**src/rtl/divider.sv**
```systemverilog
// Iterative unsigned restoring divider: one quotient bit per clock, WIDTH clocks per operation.
// Optional DIVIDER_DIV0_FLAG_EN adds a registered div_by_zero result flag.
//
// state | meaning
// IDLE  | waiting for start; outputs hold the last result
// CALC  | one restoring step per edge, WIDTH edges total
// DONE  | result valid (ready=1) until start is released
module divider #(
   parameter int WIDTH = 8
) (
   input  logic             clk,
   input  logic             reset,
   input  logic             start,
   input  logic [WIDTH-1:0] dividend,
   input  logic [WIDTH-1:0] divisor,
   output logic [WIDTH-1:0] quotient,
   output logic [WIDTH-1:0] remainder,
   output logic             ready
`ifdef DIVIDER_DIV0_FLAG_EN
   ,
   output logic             div_by_zero
`endif
);

   localparam int CNT_W = (WIDTH > 1) ? $clog2(WIDTH) : 1;

   typedef enum logic [1:0] {
      IDLE = 2'd0,
      CALC = 2'd1,
      DONE = 2'd2
   } state_t;

   state_t           state_q;
   logic [WIDTH-1:0] divisor_q;
   logic [WIDTH-1:0] work_q;
   logic [WIDTH-1:0] rem_q;
   logic [CNT_W-1:0] cnt_q;

   logic [WIDTH:0]   shifted;
   logic [WIDTH:0]   trial;
   logic             borrow;
   logic [WIDTH-1:0] step_rem;
   logic [WIDTH-1:0] step_work;
   logic             last_step;

   // The partial remainder stays below the divisor, so a borrow out of the
   // WIDTH+1 bit trial subtraction shows up directly in its top bit.
   always_comb begin
      shifted   = {rem_q, work_q[WIDTH-1]};
      trial     = shifted - {1'b0, divisor_q};
      borrow    = trial[WIDTH];
      step_rem  = borrow ? shifted[WIDTH-1:0] : trial[WIDTH-1:0];
      step_work = {work_q[WIDTH-2:0], ~borrow};
      last_step = (cnt_q == CNT_W'(WIDTH - 1));
   end

   always_ff @(posedge clk) begin
      if (reset) begin
         state_q     <= IDLE;
         divisor_q   <= '0;
         work_q      <= '0;
         rem_q       <= '0;
         cnt_q       <= '0;
         quotient    <= '0;
         remainder   <= '0;
         ready       <= 1'b0;
`ifdef DIVIDER_DIV0_FLAG_EN
         div_by_zero <= 1'b0;
`endif
      end else begin
         case (state_q)
            IDLE: begin
               if (start) begin
                  divisor_q   <= divisor;
                  work_q      <= dividend;
                  rem_q       <= '0;
                  cnt_q       <= '0;
                  state_q     <= CALC;
`ifdef DIVIDER_DIV0_FLAG_EN
                  div_by_zero <= 1'b0;
`endif
               end
            end
            CALC: begin
               rem_q  <= step_rem;
               work_q <= step_work;
               if (last_step) begin
                  cnt_q       <= '0;
                  quotient    <= step_work;
                  remainder   <= step_rem;
                  ready       <= 1'b1;
                  state_q     <= DONE;
`ifdef DIVIDER_DIV0_FLAG_EN
                  div_by_zero <= (divisor_q == '0);
`endif
               end else begin
                  cnt_q <= cnt_q + CNT_W'(1);
               end
            end
            DONE: begin
               if (!start) begin
                  ready   <= 1'b0;
                  state_q <= IDLE;
               end
            end
            default: begin
               state_q <= IDLE;
               ready   <= 1'b0;
            end
         endcase
      end
   end

endmodule

```
**config.mk**
```make
export PLATFORM = sky130hd
export DESIGN_NAME = divider
export DESIGN_NICKNAME = d
export VERILOG_FILES = /design/src/rtl/divider.sv
export SDC_FILE = /design/constraint.sdc
export NUM_CORES = 1
export LEC_CHECK = 0
export CORE_MARGIN = 1.5
export CORE_UTILIZATION = 50
export CTS_BUF_LIST = sky130_fd_sc_hd__clkbuf_2
export CTS_CLUSTER_DIAMETER = 200
export DETAILED_ROUTE_END_ITERATION = 10
export PLACE_DENSITY = 0.81
export SYNTH_ARGS = -nofsm -noshare
export SYNTH_HDL_FRONTEND = slang
export SYNTH_SLANG_ARGS = --single-unit
```
**constraint.sdc**
```tcl
create_clock -name clk -period 3.1 [get_ports clk]
set_input_delay 0.31 -clock clk [delete_from_list [all_inputs] [get_ports clk]]
set_output_delay 0.31 -clock clk [all_outputs]
set_load 0.02 [all_outputs]
```
Word level (Yosys, flattened, before mapping)
Cells that the tools add are included.
{"block": "op_classes", "add_sub_neg": 2, "n_eq_ne": 6, "n_mux": 15, "n_bitwise": 2, "n_reduce_logical": 7}
{"operator": "one-hot mux 8 bit (2 select lines)", "n": 2}
{"operator": "two-way mux 8 bit", "n": 3}
{"operator": "subtractor 9 x 8 -> 9 bit", "n": 1}
{"operator": "two-way mux 2 bit", "n": 3}
{"operator": "two-way mux 3 bit", "n": 2}
{"operator": "inequality test 2 bit, second input constant", "n": 3}
{"operator": "one-hot mux 2 bit (3 select lines)", "n": 1}
{"operator": "one-hot mux 3 bit (2 select lines)", "n": 1}
{"operator": "AND reduction 2 bit", "n": 3}
{"operator": "AND reduction 3 bit", "n": 2}
{"operator": "adder 3 x 1 -> 3 bit, second input constant", "n": 1}
{"operator": "== test 3 bit, second input constant", "n": 1}
{"operator": "one-hot mux 1 bit (3 select lines)", "n": 1}
{"operator": "== test 2 x 1 -> 1 bit, second input constant", "n": 1}
{"operator": "== test 2 bit, second input constant", "n": 1}
{"operator": "zero test 2 bit", "n": 1}
{"operator": "two-way mux 1 bit", "n": 2}
{"operator": "inverter 1 bit", "n": 2}
{"operator": "nonzero test 2 bit", "n": 1}
{"block": "word_totals", "reg_bits": 46}

Logic depth before layout (Yosys ltp)
Gate-level depths: netlist (run 1).
{"block": "depth", "depth_word": 3, "depth_mapped": 10}

Worst setup path after synthesis (run 1)
Ideal clock, no wire load.
{"block": "synth_path", "kind": "reg-to-reg", "start": "register work_q[7]", "end": "register remainder[2]", "setup_time_ps": 95, "arrival_ps": 2171, "t_required_ps": 3005, "slack_ps": 834, "path_stages_with_launch": 10, "n_path_buf": 0, "period_less_slack_ps": 2266, "cell_sequence": "dfxtp_1 inv_1 ha_1 inv_1 fa_1 a211oi_4 o211a_4 o211ai_4 or4_1 o311ai_1"}
{"block": "synth_via", "elab_chain_len": 2}
{"element": "from (decl)", "line": "35", "text": "logic [WIDTH-1:0] work_q;"}
{"element": "from (signal assigned)", "line": "75", "text": "work_q <= dividend;"}
{"element": "from (signal assigned)", "line": "86", "text": "work_q <= step_work;"}
{"element": "subtractor 9 x 8 -> 9 bit", "line": "50", "text": "trial = shifted - {1'b0, divisor_q};"}
{"element": "two-way mux 8 bit", "line": "52", "text": "step_rem = borrow ? shifted[WIDTH-1:0] : trial[WIDTH-1:0];"}
{"element": "to (signal assigned)", "line": "90", "text": "remainder <= step_rem;"}
{"element": "to (decl)", "line": "17", "text": "output logic [WIDTH-1:0] remainder,"}
No other way between the ends.
A chain may end at the register's enable or synchronous reset.

Final worst setup path (run 1)
Same ends and word-level chain as after synthesis.

==> results of run 1 <==
-- worst register-to-register path, stage by stage, from the launching register on --
cell,delay (ns)
dfxtp_1,0.39
inv_1,0.08
ha_1,0.16
inv_1,0.05
fa_1,0.43
a211oi_4,0.31
o211a_4,0.24
o211ai_4,0.11
or4_1,0.53
o311ai_1,0.10
-- layout by cell type, fill, tap and decap left out, drive strengths merged, types with 4 or more instances in the layout --
cell / count
clkdlybuf4s50: 35
nand3: 5
mux2i: 5
ha: 10
dfxtp: 46
clkbuf: 5
a211oi: 8
a311oi: 9
inv: 13
nand2: 65
o211ai: 5
o21ai: 11
a21oi: 27
nor2b: 4
nor2: 25
nand2b: 5
-- kinds of logic (layout without fill, tap and decap cells) --
logic type      after synthesis  count (layout)
mux                           6               6
fa+ha+maj                    11              11
simple gates                115             115
flops                        46              46
buf+inv                      27              58
xor+xnor                      4               4
compound gates               72              72
-- metal layers --
metal  vias up  track usage  share of wire
met5         -            0              0
met1       946        0.285           0.47
met2        36        0.344           0.48
met4         0       0.0566          0.010
li1       1035            -              -
met3         6       0.0513          0.038
-- where the power goes --
group | total, mW | switching, mW | internal [mW]
combinational | 0.558 | 0.319 | 0.239
clock | 0.343 | 0.205 | 0.138
sequential | 0.661 | 0.0331 | 0.628
total | 1.56 | 0.557 | 1.01
-- final cells by class --
class	count	area, um^2
Fill cell	389	1650
Multi-Input combinational cell	208	1260
Sequential cell	46	921
Timing Repair Buffer	38	373
Tap cell	52	65.1
Inverter	12	45.0
Clock inverter	3	43.8
Clock buffer	5	25.0
-- per-stage QoR --
| stage | hold WS (ns) | cells | utilization | setup WS, ns | total power [mW] |
|---|---|---|---|---|---|
| after floorplan | 0.436 | 281 | - | 0.834 | 1.13 |
| after global placement | 0.443 | 356 | 0.608 | 0.767 | 1.21 |
| after detailed placement | 0.448 | 356 | 0.608 | 0.689 | 1.22 |
| after CTS | 0.384 | 364 | 0.624 | 0.654 | 1.56 |
| after global routing | 0.385 | 364 | 0.624 | 0.517 | 1.65 |
| final | 0.383 | 364 | 0.624 | 0.631 | 1.56 |
-- worst max-delay path by stage --
stage,to,slack (ns)
5_1_grt,remainder[2],0.52
2_1_floorplan,remainder[2],0.83
4_1_cts,remainder[2],0.65
3_5_place_dp,remainder[2],0.69
3_3_place_gp,remainder[2],0.77
6_report,remainder[2],0.63
-- flip-flops by register name, indices dropped and copies added (netlist names) --
name       flops
quotient       8
cnt_q          3
work_q         8
divisor_q      8
rem_q          8
state_q        2
remainder      8
ready          1
==> metrics.csv, run 1 <==
metric;value;unit
end point of the most critical hold path;divisor_q[4];
router iterations before antenna repair;4;
Final period util;0.796;
die area;0.00502;mm^2
sequential element share of the synthesized area;0.400;
post-synthesis share of cell area spent on and, or, nand and nor gates;0.213;
Pleak;1.01;nW
Yosys cell types;44;
antenna violations before repair;0;
endpoint of the worst-slack reg-to-reg timing path;remainder[2];
number of gates given a new drive strength after cts;0;
Die W;70.9;um
DR vias/cell;5.56;
power density over the cells;572;mW/mm^2
cell area after synthesis;0.00230;mm^2
clock root cell;clkbuf_2;
reported max-cap violation count;0;
count of buffering cells on the critical path with inverters included;2;
commonest cells in the synthesized netlist;65 x nand2_1, 46 x dfxtp_1, 27 x a21oi_1, 25 x nor2_1, 12 x inv_1;
Final Wtd Congestion;0.882;
Top Ports;36;
net total in the final layout;341;
Critical Path Sink Type;flop;
Crit. Startpoint;work_q[7];
total setup violations reported at the end of the flow;0;
detail-routed net length per standard cell;14.1;um
top cell type's share of synthesized area;0.400;
cell count of the worst hold path;3;
Worst Min Path Start;divisor[4];
post-layout instance area;0.00273;mm^2
Syn-to-layout area delta;18.7;%
wire length of the first global-routing pass;8.44;mm
Detailed Route Iter0 Violations;146;
max-slew violation count;0;
post-route antenna net violation count;0;
post-synthesis xor/xnor area fraction;0.0152;
Cell Chain, Critical Path;inv_1 -> ha_1 -> inv_1 -> fa_1 -> a211oi_4 -> o211a_4 -> o211ai_4 -> or4_1 -> o311ai_1;
critical path data arrival time;2.82;ns
maximum cell stage delay along the critical path;0.52;ns
layout cells sized above 1;0.0641;
adder and majority gate portion of the synthesized area;0.0630;
combinational family with the most area after synthesis;compound AO/OA/AOI/OAI gates;
cell type with the largest total area after synthesis;dfxtp_1;
area fraction in compound gates after synthesis;0.228;
path length in cells of the critical path;9;
Remaining DRCs;0;
die span in y;70.9;um
leading cell types by total area after synthesis;dfxtp_1 40%, nand2_1 11%, a21oi_1 5.9%;
critical path startpoint category;flop;
number of H-tree levels;2;
number of inserted diodes;0;
run status;finished clean;
Total Routing Usage GR;0.212;
number of standard cells after synthesis;281;
number of global-route vias before repair;1801;
setup total negative slack;0;ns
Vias;2023;
class of the tightest hold or removal check;in2reg;
Clock Skew;0.0150;ns
Clock Tree Buf Depth;2;
critical path required time;3.45;ns
post-place instance area;0.00267;mm^2
starting density of the core;0.525;
number of flip-flops and latches in the synthesized netlist;46;
total gr overflow;0;
Max Fclk;0.405;GHz
mux cell area share after synthesis;0.0283;
clock sinks;46;
Worst Max-Slew Pin Slew;0.756;ns
async set-or-reset flop fraction in the synthesized netlist;0;
Num CTS Buffers;5;
maximum number of pins on one net before global-route repair;24;
number of hold violations in the final report;0;
CTS Hold Bufs;0;
Largest delay share family, worst path;compound AO/OA/AOI/OAI gates;
FF-to-FF Start;work_q[7];
clock slew at reported path FFs;0.24;ns
slowest cell on the critical path;or4_1;
YS warnings;0;
IR Drop Worst-Case VDD;0.000338;V
final routed wirelength across all metal layers;5.13;mm
number of flops mapped to enable cells by yosys;0;
number of input and output port buffers inserted;35;
clock tree from TritonCTS;yes;
post-synthesis net count;311;
number of setup buffers added after CTS;0;
cell count of the worst reg-to-reg path;9;
path type of the worst setup path;reg2reg;
ys flop type;dfxtp_1;
setup repair after global routing missed its margin;false;
clock insertion delay at the later pin of the skew report;0.43;ns
Max FO, Critical Path;6;
HPWL after DPL;3.73;mm
Register-to-Register Setup Slack;0.63;ns
count of standard-cell rows;24;
Rel. slew slack;0.496;
Period minus WS final;2.47;ns
Core Region;0.00438;mm^2
average footprint of a synthesized cell;8.19;um^2
cell with the most instances after synthesis;nand2_1;
CP dominant cell by count;inv_1;
Power figures use the tool's default switching activity.
==> inputs of run 2 (changes only) <==
==> constraint.sdc (replaced) <==
create_clock -name clk -period 2.55 [get_ports clk]
set_input_delay 0.255 -clock clk [delete_from_list [all_inputs] [get_ports clk]]
set_output_delay 0.255 -clock clk [all_outputs]
set_load 0.02 [all_outputs]
==> metrics.csv, run 2 (synthesized netlist as in run 1, its figures left out) <==
metric;value;unit;change
final routed wirelength across all metal layers;5.05;mm;-1.5%
most frequent standard cell in the layout excluding fill and tap cells;nand2_1;;
CTS Hold Bufs;0;;unchanged
critical path required time;2.89;ns;-0.56 ns
count of standard-cell rows;24;;unchanged
class of the tightest hold or removal check;in2reg;;
maximum number of pins on one net before global-route repair;22;;-8.3%
Clock Tree Buf Depth;2;;unchanged
Clock Skew;0.0210;ns;+0.00593 ns
run status;finished clean;;
number of H-tree levels;2;;unchanged
Critical Path Sink Type;flop;;
router iterations before antenna repair;4;;unchanged
number of inserted diodes;0;;unchanged
Crit. Startpoint;work_q[7];;
starting density of the core;0.525;;unchanged
HPWL after DPL;3.72;mm;-0.34%
pre-CTS worst setup slack;0.130;ns;-0.559 ns
Final Wtd Congestion;0.870;;-1.3%
post-route antenna net violation count;0;;unchanged
critical path startpoint category;flop;;
cell count of the worst hold path;3;;unchanged
total setup violations reported at the end of the flow;0;;unchanged
max-slew violation count;0;;unchanged
Detailed Route Iter0 Violations;143;;-2.1%
die area;0.00502;mm^2;unchanged
DR vias/cell;5.44;;-2.1%
fillcell total;388;;-0.26%
Top Ports;36;;unchanged
power density over the cells;680;mW/mm^2;+19%
path type of the worst setup path;reg2reg;;
Worst Max-Slew Pin Slew;0.887;ns;+0.131 ns
clock sinks;46;;unchanged
number of input and output port buffers inserted;35;;unchanged
Core Region;0.00438;mm^2;unchanged
post-layout instance area;0.00277;mm^2;+1.1%
endpoint of the worst-slack reg-to-reg timing path;remainder[2];;
Syn-to-layout area delta;20.1;%;
antenna violations before repair;0;;unchanged
clock tree from TritonCTS;yes;;
net total in the final layout;345;;+1.2%
Max FO, Critical Path;6;;unchanged
Remaining DRCs;0;;unchanged
detail-routed net length per standard cell;13.7;um;-2.6%
total gr overflow;0;;unchanged
setup total negative slack;0;ns;unchanged
number of hold violations in the final report;0;;unchanged
Final period util;0.932;;+0.135
Vias;2002;;-1.0%
Rel. slew slack;0.404;;-0.0920
Pleak;1.02;nW;+1.4%
layout cells sized above 1;0.0791;;+0.0150
Max Fclk;0.421;GHz;+3.9%
cell count of the worst reg-to-reg path;9;;unchanged
post-layout worst setup margin;0.174;ns;-0.457 ns
FF-to-FF Start;work_q[7];;
reported max-cap violation count;0;;unchanged
Num CTS Buffers;5;;unchanged
critical path data arrival time;2.71;ns;-0.11 ns
die span in y;70.9;um;unchanged
Period minus WS final;2.38;ns;-0.0930 ns
number of global-route vias before repair;1820;;+1.1%
clock slew at reported path FFs;0.22;ns;-0.02 ns
Worst Min Path Start;divisor[4];;
post-place instance area;0.00269;mm^2;+0.85%
end point of the most critical hold path;divisor_q[4];;
Total Routing Usage GR;0.205;;-0.00733
clock insertion delay at the later pin of the skew report;0.41;ns;-0.02 ns
Register-to-Register Setup Slack;0.17;ns;-0.46 ns
clock root cell;clkbuf_2;;
Die W;70.9;um;unchanged
setup repair after global routing missed its margin;false;;
commonest cells after routing, fill and taps aside;65 x nand2_1, 46 x dfxtp_1, 35 x clkdlybuf4s50_1;;
IR Drop Worst-Case VDD;0.000398;V;+18%
wire length of the first global-routing pass;8.25;mm;-2.2%
[run 2: cell count changes in the layout (fill, tap and decap cells not counted)]
cell,before,now
buf_4,3,7
clkbuf_2,5,6
clkinv_2,1,0
clkinvlp_4,0,1
fa_1,1,0
fa_2,0,1
inv_6,1,0
[run 2: layout make-up]
cell class / instances / area, um^2 / share of cell area
Clock buffer: 6 / 30.0 / 0.0109
Clock inverter: 2 / 37.5 / 0.0136
Inverter: 12 / 45.0 / 0.0163
Multi-Input combinational cell: 208 / 1260 / 0.457
Sequential cell: 46 / 921 / 0.333
Tap cell: 52 / 65.1 / 0.0235
Timing Repair Buffer: 42 / 403 / 0.146
[run 2: what timing repair did]
| item | CTS | global route |
|---|---|---|
| buffers inserted | 0 | 1 |
| endpoints found under the setup margin | 0 | 1 |
| gates resized for setup | 0 | 1 |
[run 2: critical path, cell delays in order, from the launching register on]
cell,delay [ns]
dfxtp_1,0.37
inv_1,0.08
ha_1,0.16
inv_1,0.05
fa_2,0.37
a211oi_4,0.32
o211a_4,0.24
o211ai_4,0.12
or4_1,0.51
o311ai_1,0.10
[run 2: worst max-delay path by stage]
stage	to	slack (ns)	cells past startpoint
floorplan	remainder[2]	0.28	9
global route	remainder[2]	0.04	9
detailed placement	remainder[2]	0.13	9
CTS	remainder[2]	0.11	9
global placement	remainder[2]	0.22	9
finish	remainder[2]	0.17	9
[run 2: routing by layer]
layer	wire length [um]	global-route usage
met5	0	0
met4	50	0.0776
met3	244	0.0370
met2	2300	0.332
met1	2460	0.273
[run 2: through the flow]
| stage | utilization | hold WS, ns | std cells | power (mW) |
|---|---|---|---|---|
| floorplan | - | 0.391 | 281 | 1.38 |
| global placement | 0.613 | 0.444 | 359 | 1.47 |
| detailed placement | 0.613 | 0.448 | 359 | 1.49 |
| CTS | 0.628 | 0.352 | 367 | 1.88 |
| global route | 0.631 | 0.351 | 368 | 1.99 |
| finish | 0.631 | 0.356 | 368 | 1.88 |
[run 2: power breakdown]
group	total, mW	internal [mW]	switching, mW
clock network	0.395	0.170	0.225
logic	0.684	0.297	0.387
registers	0.802	0.763	0.0388
total	1.88	1.23	0.651
==> inputs of run 3 (changes only) <==
--- a/config.mk
+++ b/config.mk
@@ -10,6 +10,7 @@
 export CTS_BUF_LIST = sky130_fd_sc_hd__clkbuf_2
 export CTS_CLUSTER_DIAMETER = 200
 export DETAILED_ROUTE_END_ITERATION = 10
+export GPL_ROUTABILITY_DRIVEN = 0
 export PLACE_DENSITY = 0.81
 export SYNTH_ARGS = -nofsm -noshare
 export SYNTH_HDL_FRONTEND = slang
==> metrics.csv, run 3 (synthesized netlist as in run 1, its figures left out) <==
metric;value;unit;change
run status;finished clean;;
IR Drop Worst-Case VDD;0.000279;V;-30%
number of global-route vias before repair;1945;;+6.9%
Vias;2058;;+2.8%
wire length of the first global-routing pass;8.78;mm;+6.4%
Total Routing Usage GR;0.219;;+0.0139
clock sinks;46;;unchanged
Largest delay share family, worst path;compound AO/OA/AOI/OAI gates;;
Worst Min Path Start;divisor[4];;
class of the tightest hold or removal check;in2reg;;
clock root cell;clkbuf_2;;
Worst Max-Slew Pin Slew;0.898;ns;+0.0111 ns
Die W;70.9;um;unchanged
number of input and output port buffers inserted;35;;unchanged
critical path startpoint category;flop;;
Register-to-Register Setup Slack;0.11;ns;-0.07 ns
fraction of power consumed by combinational cells;0.383;;+0.019
total area of sequential cells;921;um^2;unchanged
sequential group share of total power;0.443;;+0.017
reported max-cap violation count;0;;unchanged
antenna violations before repair;0;;unchanged
most frequent standard cell in the layout excluding fill and tap cells;nand2_1;;
total setup violations reported at the end of the flow;0;;unchanged
maximum cell stage delay along the critical path;0.44;ns;-0.07 ns
switching share of total power;0.378;;+0.0322
clock group share of total power;0.174;;-0.036
maximum number of pins on one net before global-route repair;33;;+50%
Clock Tree Buf Depth;2;;unchanged
router iterations before antenna repair;4;;unchanged
DR vias/cell;5.61;;+3.1%
Crit. Startpoint;work_q[7];;
Detailed Route Iter0 Violations;126;;-12%
final routed wirelength across all metal layers;5.24;mm;+3.6%
clock tree from TritonCTS;yes;;
final cell count without fillers;367;;-0.27%
Switch Pwr;0.685;mW;+5.3%
detail-routed net length per standard cell;14.3;um;+3.9%
Rel. slew slack;0.396;;-0.00744
power density over the cells;663;mW/mm^2;-2.6%
starting density of the core;0.525;;unchanged
Core Region;0.00438;mm^2;unchanged
Clock Skew;0.0264;ns;+0.00540 ns
HPWL after DPL;3.73;mm;+0.36%
Num CTS Buffers;5;;unchanged
layout cells sized above 1;0.0730;;-0.00610
count of buffering cells on the critical path with inverters included;3;;+1
max-slew violation count;0;;unchanged
Pleak;1.01;nW;-1.4%
cell total after placement;358;;-0.28%
Overall Power;1.81;mW;-3.7%
Max FO, Critical Path;13;;+7
path type of the worst setup path;reg2reg;;
CP dominant cell by count;inv_1;;
FF-to-FF Start;work_q[7];;
critical path required time;2.93;ns;+0.04 ns
slowest cell on the critical path;fa_1;;
count of standard-cell rows;24;;unchanged
post-route antenna net violation count;0;;unchanged
setup repair after global routing missed its margin;true;;
Cell Chain, Critical Path;inv_1 -> ha_1 -> inv_1 -> fa_1 -> a211oi_4 -> buf_4 -> o211ai_2 -> o211a_4 -> mux2i_2 -> a211oi_2;;
Final period util;0.959;;+0.0271
Multi-input gate area;0.00126;mm^2;-0.20%
net total in the final layout;344;;-0.29%
fillcell total;394;;+1.5%
clock slew at reported path FFs;0.25;ns;+0.03 ns
number of inserted diodes;0;;unchanged
number of hold violations in the final report;0;;unchanged
internal power summed over all cells;1.13;mW;-8.4%
Period minus WS final;2.44;ns;+0.0690 ns
clock insertion delay at the later pin of the skew report;0.44;ns;+0.03 ns
total gr overflow;0;;unchanged
Top Ports;36;;unchanged
die area;0.00502;mm^2;unchanged
Syn-to-layout area delta;18.7;%;
Remaining DRCs;0;;unchanged
number of H-tree levels;2;;unchanged
die span in y;70.9;um;unchanged
Critical Path Sink Type;flop;;
commonest cells after routing, fill and taps aside;65 x nand2_1, 46 x dfxtp_1, 35 x clkdlybuf4s50_1;;
critical path data arrival time;2.82;ns;+0.11 ns
Max Fclk;0.409;GHz;-2.8%
-- run 3: changes by cell type in the layout (fill, tap and decap cells not counted), sizes merged --
cell,previous run,this run
clkinv,0,2
buf,7,6
clkbuf,6,5
bufinv,1,0
-- run 3: cell type report --
type,count,area share
repair buffers,41,0.145
flip-flops and latches,46,0.337
multi-input cells,208,0.461
inverters,12,0.0165
clock inverters,3,0.00778
clock buffers,5,0.00915
well taps,52,0.0238
-- run 3: power groups by stage --
stage | clock network, mW | logic [mW] | registers, mW
after floorplan | 0 | 0.577 | 0.803
after global placement | 0 | 0.655 | 0.814
after detailed placement | 0 | 0.675 | 0.816
after CTS | 0.324 | 0.678 | 0.801
after global routing | 0.351 | 0.758 | 0.809
final | 0.315 | 0.694 | 0.803
-- run 3: what timing repair did --
item,in CTS,in global routing
gates resized for setup,0,0
setup endpoints to repair,0,1
setup buffers,0,1
hold buffers,0,0
-- run 3: layer usage --
metal | global-route usage | up-vias | routed length (um)
met1 | 0.292 | 957 | 2440
li1 | - | 1042 | -
met4 | 0.0860 | 0 | 75
met3 | 0.0499 | 5 | 222
met5 | 0 | - | 0
met2 | 0.345 | 54 | 2500
-- run 3: path summary, 6_finish.rpt --
check	to	cells past startpoint
worst max-delay path	remainder[6]	10
worst min-delay path	divisor_q[4]	3
worst max register to register	remainder[6]	10
worst min register to register	divisor_q[2]	2
-- run 3: per-stage QoR --
| step | hold slack, ns | util | worst slack, ns | cell area, um^2 | setup TNS (ns) |
|---|---|---|---|---|---|
| 6_report | 0.327 | 0.624 | 0.105 | 2730 | 0 |
| 5_1_grt | 0.319 | 0.624 | -0.0133 | 2730 | -0.0236 |
| 4_1_cts | 0.319 | 0.622 | 0.0991 | 2730 | 0 |
| 3_5_place_dp | 0.447 | 0.611 | 0.145 | 2680 | 0 |
| 3_3_place_gp | 0.443 | 0.611 | 0.224 | 2680 | 0 |
| 2_1_floorplan | 0.391 | - | 0.284 | 2300 | 0 |
-- run 3: tightest hold or removal path, delay by kind of cell --
kind	cells	cell delay (ns)
and+or+nand+nor	1	0.06
AOI/OAI and AO/OA	1	0.05
buffers and inverters	1	0.39
